## src/rtl/vending_controller_if.sv

```systemverilog
`default_nettype none
// ============================================================================
// Module   : vending_controller_if
// Brief    : Coin sensor, datapath compare/strobes and vend command bundle.
// Revision : 1.0
// ============================================================================
interface vending_controller_if;
    logic c_i;
    logic tot_lt_s_i;
    logic tot_ld_o;
    logic tot_clr_o;
    logic d_o;
    logic busy_o;

    modport slave (
        input  c_i,
        input  tot_lt_s_i,
        output tot_ld_o,
        output tot_clr_o,
        output d_o,
        output busy_o
    );

    modport master (
        output c_i,
        output tot_lt_s_i,
        input  tot_ld_o,
        input  tot_clr_o,
        input  d_o,
        input  busy_o
    );
endinterface
`default_nettype wire

```

## src/rtl/vending_controller.sv

```systemverilog
`default_nettype none
// ============================================================================
// Module   : vending_controller
// Brief    : Coin-accumulate / dispense Moore FSM driving an external datapath.
// Revision : 1.0
// ============================================================================
module vending_controller #(
    parameter int unsigned DISP_CYCLES = 4
) (
    input  wire logic             clk_i,
    input  wire logic             rst_ni,
    vending_controller_if.slave   bus
);

    typedef enum logic [1:0] {
        INIT = 2'd0,
        WAIT = 2'd1,
        ADD  = 2'd2,
        DISP = 2'd3
    } state_t;

    localparam logic [7:0] c_DISP_LOAD = 8'(DISP_CYCLES - 1);

    logic   r_sync1;
    logic   r_sync2;
    logic   r_sync3;
    state_t r_state;
    state_t w_next_state;
    logic [7:0] r_cnt;
    logic [7:0] w_next_cnt;
    logic   w_coin_evt;
    logic   w_tot_ld;
    logic   w_tot_clr;
    logic   w_disp;

    // Third flop gives edge history so a long coin level yields one event.
    always_ff @(posedge clk_i or negedge rst_ni) begin
        if (!rst_ni) begin
            r_sync1 <= 1'b0;
            r_sync2 <= 1'b0;
            r_sync3 <= 1'b0;
        end else begin
            r_sync1 <= bus.c_i;
            r_sync2 <= r_sync1;
            r_sync3 <= r_sync2;
        end
    end

    assign w_coin_evt = r_sync2 & ~r_sync3;

    always_ff @(posedge clk_i or negedge rst_ni) begin
        if (!rst_ni) begin
            r_state <= INIT;
            r_cnt   <= 8'd0;
        end else begin
            r_state <= w_next_state;
            r_cnt   <= w_next_cnt;
        end
    end

    always_comb begin
        w_next_state = r_state;
        w_next_cnt   = r_cnt;
        w_tot_ld     = 1'b0;
        w_tot_clr    = 1'b0;
        w_disp       = 1'b0;
        case (r_state)
            INIT: begin
                w_tot_clr    = 1'b1;
                w_next_state = WAIT;
            end
            WAIT: begin
                // A coin arriving alongside "price reached" is added first.
                if (w_coin_evt) begin
                    w_next_state = ADD;
                end else if (!bus.tot_lt_s_i) begin
                    w_next_state = DISP;
                    w_next_cnt   = c_DISP_LOAD;
                end
            end
            ADD: begin
                w_tot_ld     = 1'b1;
                w_next_state = WAIT;
            end
            DISP: begin
                w_disp = 1'b1;
                if (r_cnt == 8'd0) begin
                    w_next_state = INIT;
                end else begin
                    w_next_cnt = r_cnt - 8'd1;
                end
            end
            default: begin
                w_next_state = INIT;
            end
        endcase
    end

    assign bus.tot_ld_o  = w_tot_ld;
    assign bus.tot_clr_o = w_tot_clr;
    assign bus.d_o       = w_disp;
    assign bus.busy_o    = w_disp;

endmodule
`default_nettype wire

```

## src/flat_wrapper.sv

```systemverilog
// flat-port wrapper written by rule: the top's interface ports become plain ports
module vending_controller_flat 
#(
    parameter int unsigned DISP_CYCLES = 4
)
  (clk_i, rst_ni, bus_c_i, bus_tot_lt_s_i, bus_tot_ld_o, bus_tot_clr_o, bus_d_o, bus_busy_o);
  vending_controller_if bus_i ();
  input  wire logic clk_i;
  input  wire logic rst_ni;
  input wire logic [$bits(bus_i.c_i)-1:0] bus_c_i;
  input wire logic [$bits(bus_i.tot_lt_s_i)-1:0] bus_tot_lt_s_i;
  output wire logic [$bits(bus_i.tot_ld_o)-1:0] bus_tot_ld_o;
  output wire logic [$bits(bus_i.tot_clr_o)-1:0] bus_tot_clr_o;
  output wire logic [$bits(bus_i.d_o)-1:0] bus_d_o;
  output wire logic [$bits(bus_i.busy_o)-1:0] bus_busy_o;
  assign bus_i.c_i = bus_c_i;
  assign bus_i.tot_lt_s_i = bus_tot_lt_s_i;
  assign bus_tot_ld_o = bus_i.tot_ld_o;
  assign bus_tot_clr_o = bus_i.tot_clr_o;
  assign bus_d_o = bus_i.d_o;
  assign bus_busy_o = bus_i.busy_o;
  vending_controller #(.DISP_CYCLES(DISP_CYCLES)) u_core (.clk_i(clk_i), .rst_ni(rst_ni), .bus(bus_i));
endmodule
```

## config.mk

```make
export PLATFORM = sky130hd
export DESIGN_NAME = vending_controller_flat
export DESIGN_NICKNAME = d
export VERILOG_FILES = /design/src/rtl/vending_controller_if.sv /design/src/rtl/vending_controller.sv /design/src/flat_wrapper.sv
export SDC_FILE = /design/constraint.sdc
export NUM_CORES = 1
export LEC_CHECK = 0
export ABC_AREA = 0
export CORE_UTILIZATION = 47
export CTS_CLUSTER_SIZE = 30
export DETAILED_ROUTE_END_ITERATION = 16
export GPL_TIMING_DRIVEN = 0
export HOLD_SLACK_MARGIN = 0.06
export PLACE_DENSITY_LB_ADDON = 0.15
export SLEW_MARGIN = 5
export SYNTH_ARGS = -nofsm -noshare
export SYNTH_HDL_FRONTEND = slang
export SYNTH_SLANG_ARGS = --single-unit
```

## constraint.sdc

```tcl
create_clock -name clk_i -period 3.4 [get_ports clk_i]
set_input_delay 0.68 -clock clk_i [delete_from_list [all_inputs] [get_ports clk_i]]
set_output_delay 0.68 -clock clk_i [all_outputs]
set_load 0.03 [all_outputs]
```

==> metrics.md <==
| Metric | Value |
|---|---|
| Hold crit path type | register to register |
| WL/cell | 14.4 um |
| Status | complete, no violations |
| Total Neg Setup Slack | 0 ns |
| Routed WL | 1340 um |
| DRC viols | 0 |
| Initial DRC count | 8 |
| Die Y | 40.9 um |
| Hold Slack | 0.372 ns |
| Core ar. | 1350 um^2 |
| CTS root buffer | clkbuf_4 |
| Data arrival time of the critical path | 1.69 ns |
| Final nets | 85 |
| # hold bufs at CTS | 0 |
| Rel. slew slack | 0.613 |
| Slew Limit Fails | 0 |
| XOR/XNOR Fraction of Synth Area | 0 |
| Crit path cell chain | buf_4 > and2_1 > buf_4 > clkdlybuf4s50_1 |
| Max incr delay on CP | 0.65 ns |
| Setup CP Type | register to output port |
| Critical Path Most Common Cell | buf_4 |
| DP Cell Count | 89 |
| I/O pin cnt | 8 |
| Gr ovfl total | 0 |
| Post-DP Area | 800 um^2 |
| Clk buf depth | 2 |
| Post-cts resize count | 0 |
| H-tree depth | 1 |
| # Max-Cap Violations | 0 |
| Mapped Nets | 73 |
| Reg clk slew, reported paths | 0.08 ns |
| Clock Sinks | 13 |
| Initial Util | 0.526 |
| Tightest Pin Transition | 0.579 ns |
| CTS tree | yes |
| Worst vdd ir | 0.455 mV |
| Synth Instances | 67 |
| Commonest cells after routing, fill and taps aside | 13 x dfrtp_1, 7 x clkdlybuf4s50_1, 4 x inv_1, 4 x mux2i_1, 4 x a21oi_1 |
| Crit end category | output port |
| Power per standard cell area | 845 nW/um^2 |
| Register area | 325 um^2 |
| Adder-Cell Fraction of Synth Area | 0.0352 |
| Share of the clock period used by the worst path | 0.697 |
| Leak | 0.338 nW |
| TritonCTS Buffers | 3 |
| Hold Vio Cnt, Final | 0 |
| Req. time, crit path | 2.72 ns |
| Area of the multi-input gates | 344 um^2 |
| Multiplexer area fraction after synthesis | 0.0563 |
| Synthesis warning total | 0 |
| Most common cell after layout, fill and taps aside | dfrtp_1 |
| Avg Inst Size Synth | 10.6 um^2 |
| Area grow syn2layout | 16.2% |
| Worst reg-to-reg setup slack | 1.65 ns |
| Full die area | 1670 um^2 |
| GRT Util Overall | 0.203 |
| Slowest stage cell, crit path | clkdlybuf4s50_1 |
| Largest net degree at the start of global routing | 14 |
| Drt first pass iters | 4 |
| Worst Skew | 0.00378 ns |
| Critical R2R Launch | u_core.r_cnt[0] |
| Finished Layout Cells | 93 |
| Critical path buffers and inverters | 3 |
| Simple-gate portion of the synthesized area | 0.213 |
| Netlist cell types | 34 |
| Seq/Total Area, Yosys | 0.458 |
| CP max FO | 10 |
| Gp weighted congestion | 0.774 |
| Max Fclk | 422 MHz |
| Via density | 5.87 |
| Num rows | 13 |
| RSZ-0062 raised after global routing | false |
| Final HPWL DP | 993 um |
| Worst Setup Start Kind | register |
| Vias in the first global route | 483 |
| Clock Latency Late Sink | 0.27 ns |
| DR vias | 546 |
| Share of layout cells above drive strength 1 | 0.141 |
| Post-CTS Setup Inserts | 0 |
| Largest family of logic cells by synthesized area | simple AND/OR/NAND/NOR gates |
| Synth Cell Area | 711 um^2 |
| Post-DRT Antenna Nets | 0 |
| Die W | 40.9 um |
| Ant. Diodes | 0 |
| Yosys reg bits | 13 |
| Cell family with most CP delay | buffers and inverters |
| PortBufs | 7 |
| Finished layout cell area | 826 um^2 |
| CP startpoint | u_core.r_state[0] |
| Initial antenna violation count | 0 |
| Fill cell count | 115 |
| Minimum clock period | 2.37 ns |
| Final setup fails | 0 |
| First-pass GRT wire length | 2120 um |
| Hold Path Origin | u_core.r_sync1 |
| Compound-Gate Fraction of Synth Area | 0.180 |
final timing paths:
check | end | cells past startpoint
hold reg to reg | u_core.r_sync2 | 0
setup reg to reg | u_core.r_cnt[0] | 5
min in group asynchronous | u_core.r_cnt[5] | 1
max in group asynchronous | u_core.r_sync2 | 1
hold / removal | u_core.r_sync2 | 0
setup / recovery | bus_d_o | 4
per-stage QoR:
stage / worst slack (ns) / power, mW / utilization
after floorplan: 1.71 / 0.516 / -
after global placement: 1.31 / 0.599 / 0.592
after detailed placement: 1.28 / 0.608 / 0.592
after CTS: 1.02 / 0.704 / 0.612
after global routing: 0.944 / 0.759 / 0.612
final: 1.03 / 0.698 / 0.612
routing by layer:
metal	vias to the layer above	routed length [um]	GRT usage
met4	0	13	0.100
met5	-	0	0
met3	2	39	0.0489
met1	259	654	0.266
li1	276	-	-
met2	9	627	0.309
cell type report:
type                       count  area share
buffer                         3      0.0318
clock buffer                   4      0.0318
inverter                       4      0.0182
multi-input combinational     47       0.417
sequential                    13       0.394
tap                           15      0.0227
timing repair buffer           7      0.0848
cell families after synthesis:
logic type	Yosys count
buffers and inverters	7
flip-flops	13
adder cells (fa/ha/maj)	2
multiplexers	4
AO/OA/AOI/OAI	18
AND/OR/NAND/NOR	23
power breakdown:
part	total [mW]	internal, mW	switching, mW
sequential	0.264	0.209	0.0554
combinational	0.341	0.161	0.180
clock	0.0929	0.0454	0.0476
total	0.698	0.415	0.283
registers in the layout, summed over array words and instances, names as in the netlist:
signal	cells
u_core.r_sync1	1
u_core.r_state	2
u_core.r_cnt	8
u_core.r_sync2	1
u_core.r_sync3	1
cells in the mapped netlist:
| master | instances | area share |
|---|---|---|
| nand2_1 | 1 | 0.0053 |
| o31ai_1 | 2 | 0.021 |
| nand3b_1 | 1 | 0.011 |
| a2111oi_0 | 1 | 0.012 |
| a311oi_1 | 1 | 0.012 |
| nor2b_1 | 1 | 0.0088 |
| a21oi_1 | 4 | 0.028 |
| a311o_1 | 1 | 0.014 |
| nand4b_1 | 1 | 0.012 |
| or3_4 | 1 | 0.016 |
| and2_1 | 1 | 0.0088 |
| or2b_2 | 1 | 0.012 |
| nor3b_1 | 1 | 0.011 |
| dfrtp_1 | 13 | 0.46 |
| nand3_1 | 1 | 0.0070 |
| or2_2 | 1 | 0.0088 |
| a2111o_1 | 1 | 0.016 |
| inv_1 | 4 | 0.021 |
| nor4_1 | 2 | 0.018 |
| o21ai_1 | 1 | 0.0070 |
| a211o_1 | 1 | 0.012 |
| nor3_1 | 2 | 0.014 |
| ha_1 | 2 | 0.035 |
| a31oi_1 | 2 | 0.018 |
| or3b_1 | 1 | 0.012 |
| mux2i_1 | 4 | 0.056 |
| o31ai_2 | 1 | 0.018 |
| o21ai_0 | 3 | 0.021 |
| buf_4 | 2 | 0.021 |
| or4_1 | 3 | 0.032 |
| buf_6 | 1 | 0.016 |
| nand2b_1 | 1 | 0.0088 |
| nor2_1 | 3 | 0.016 |
| and2b_2 | 1 | 0.012 |
Note: power is estimated with default switching activity, not from simulation.
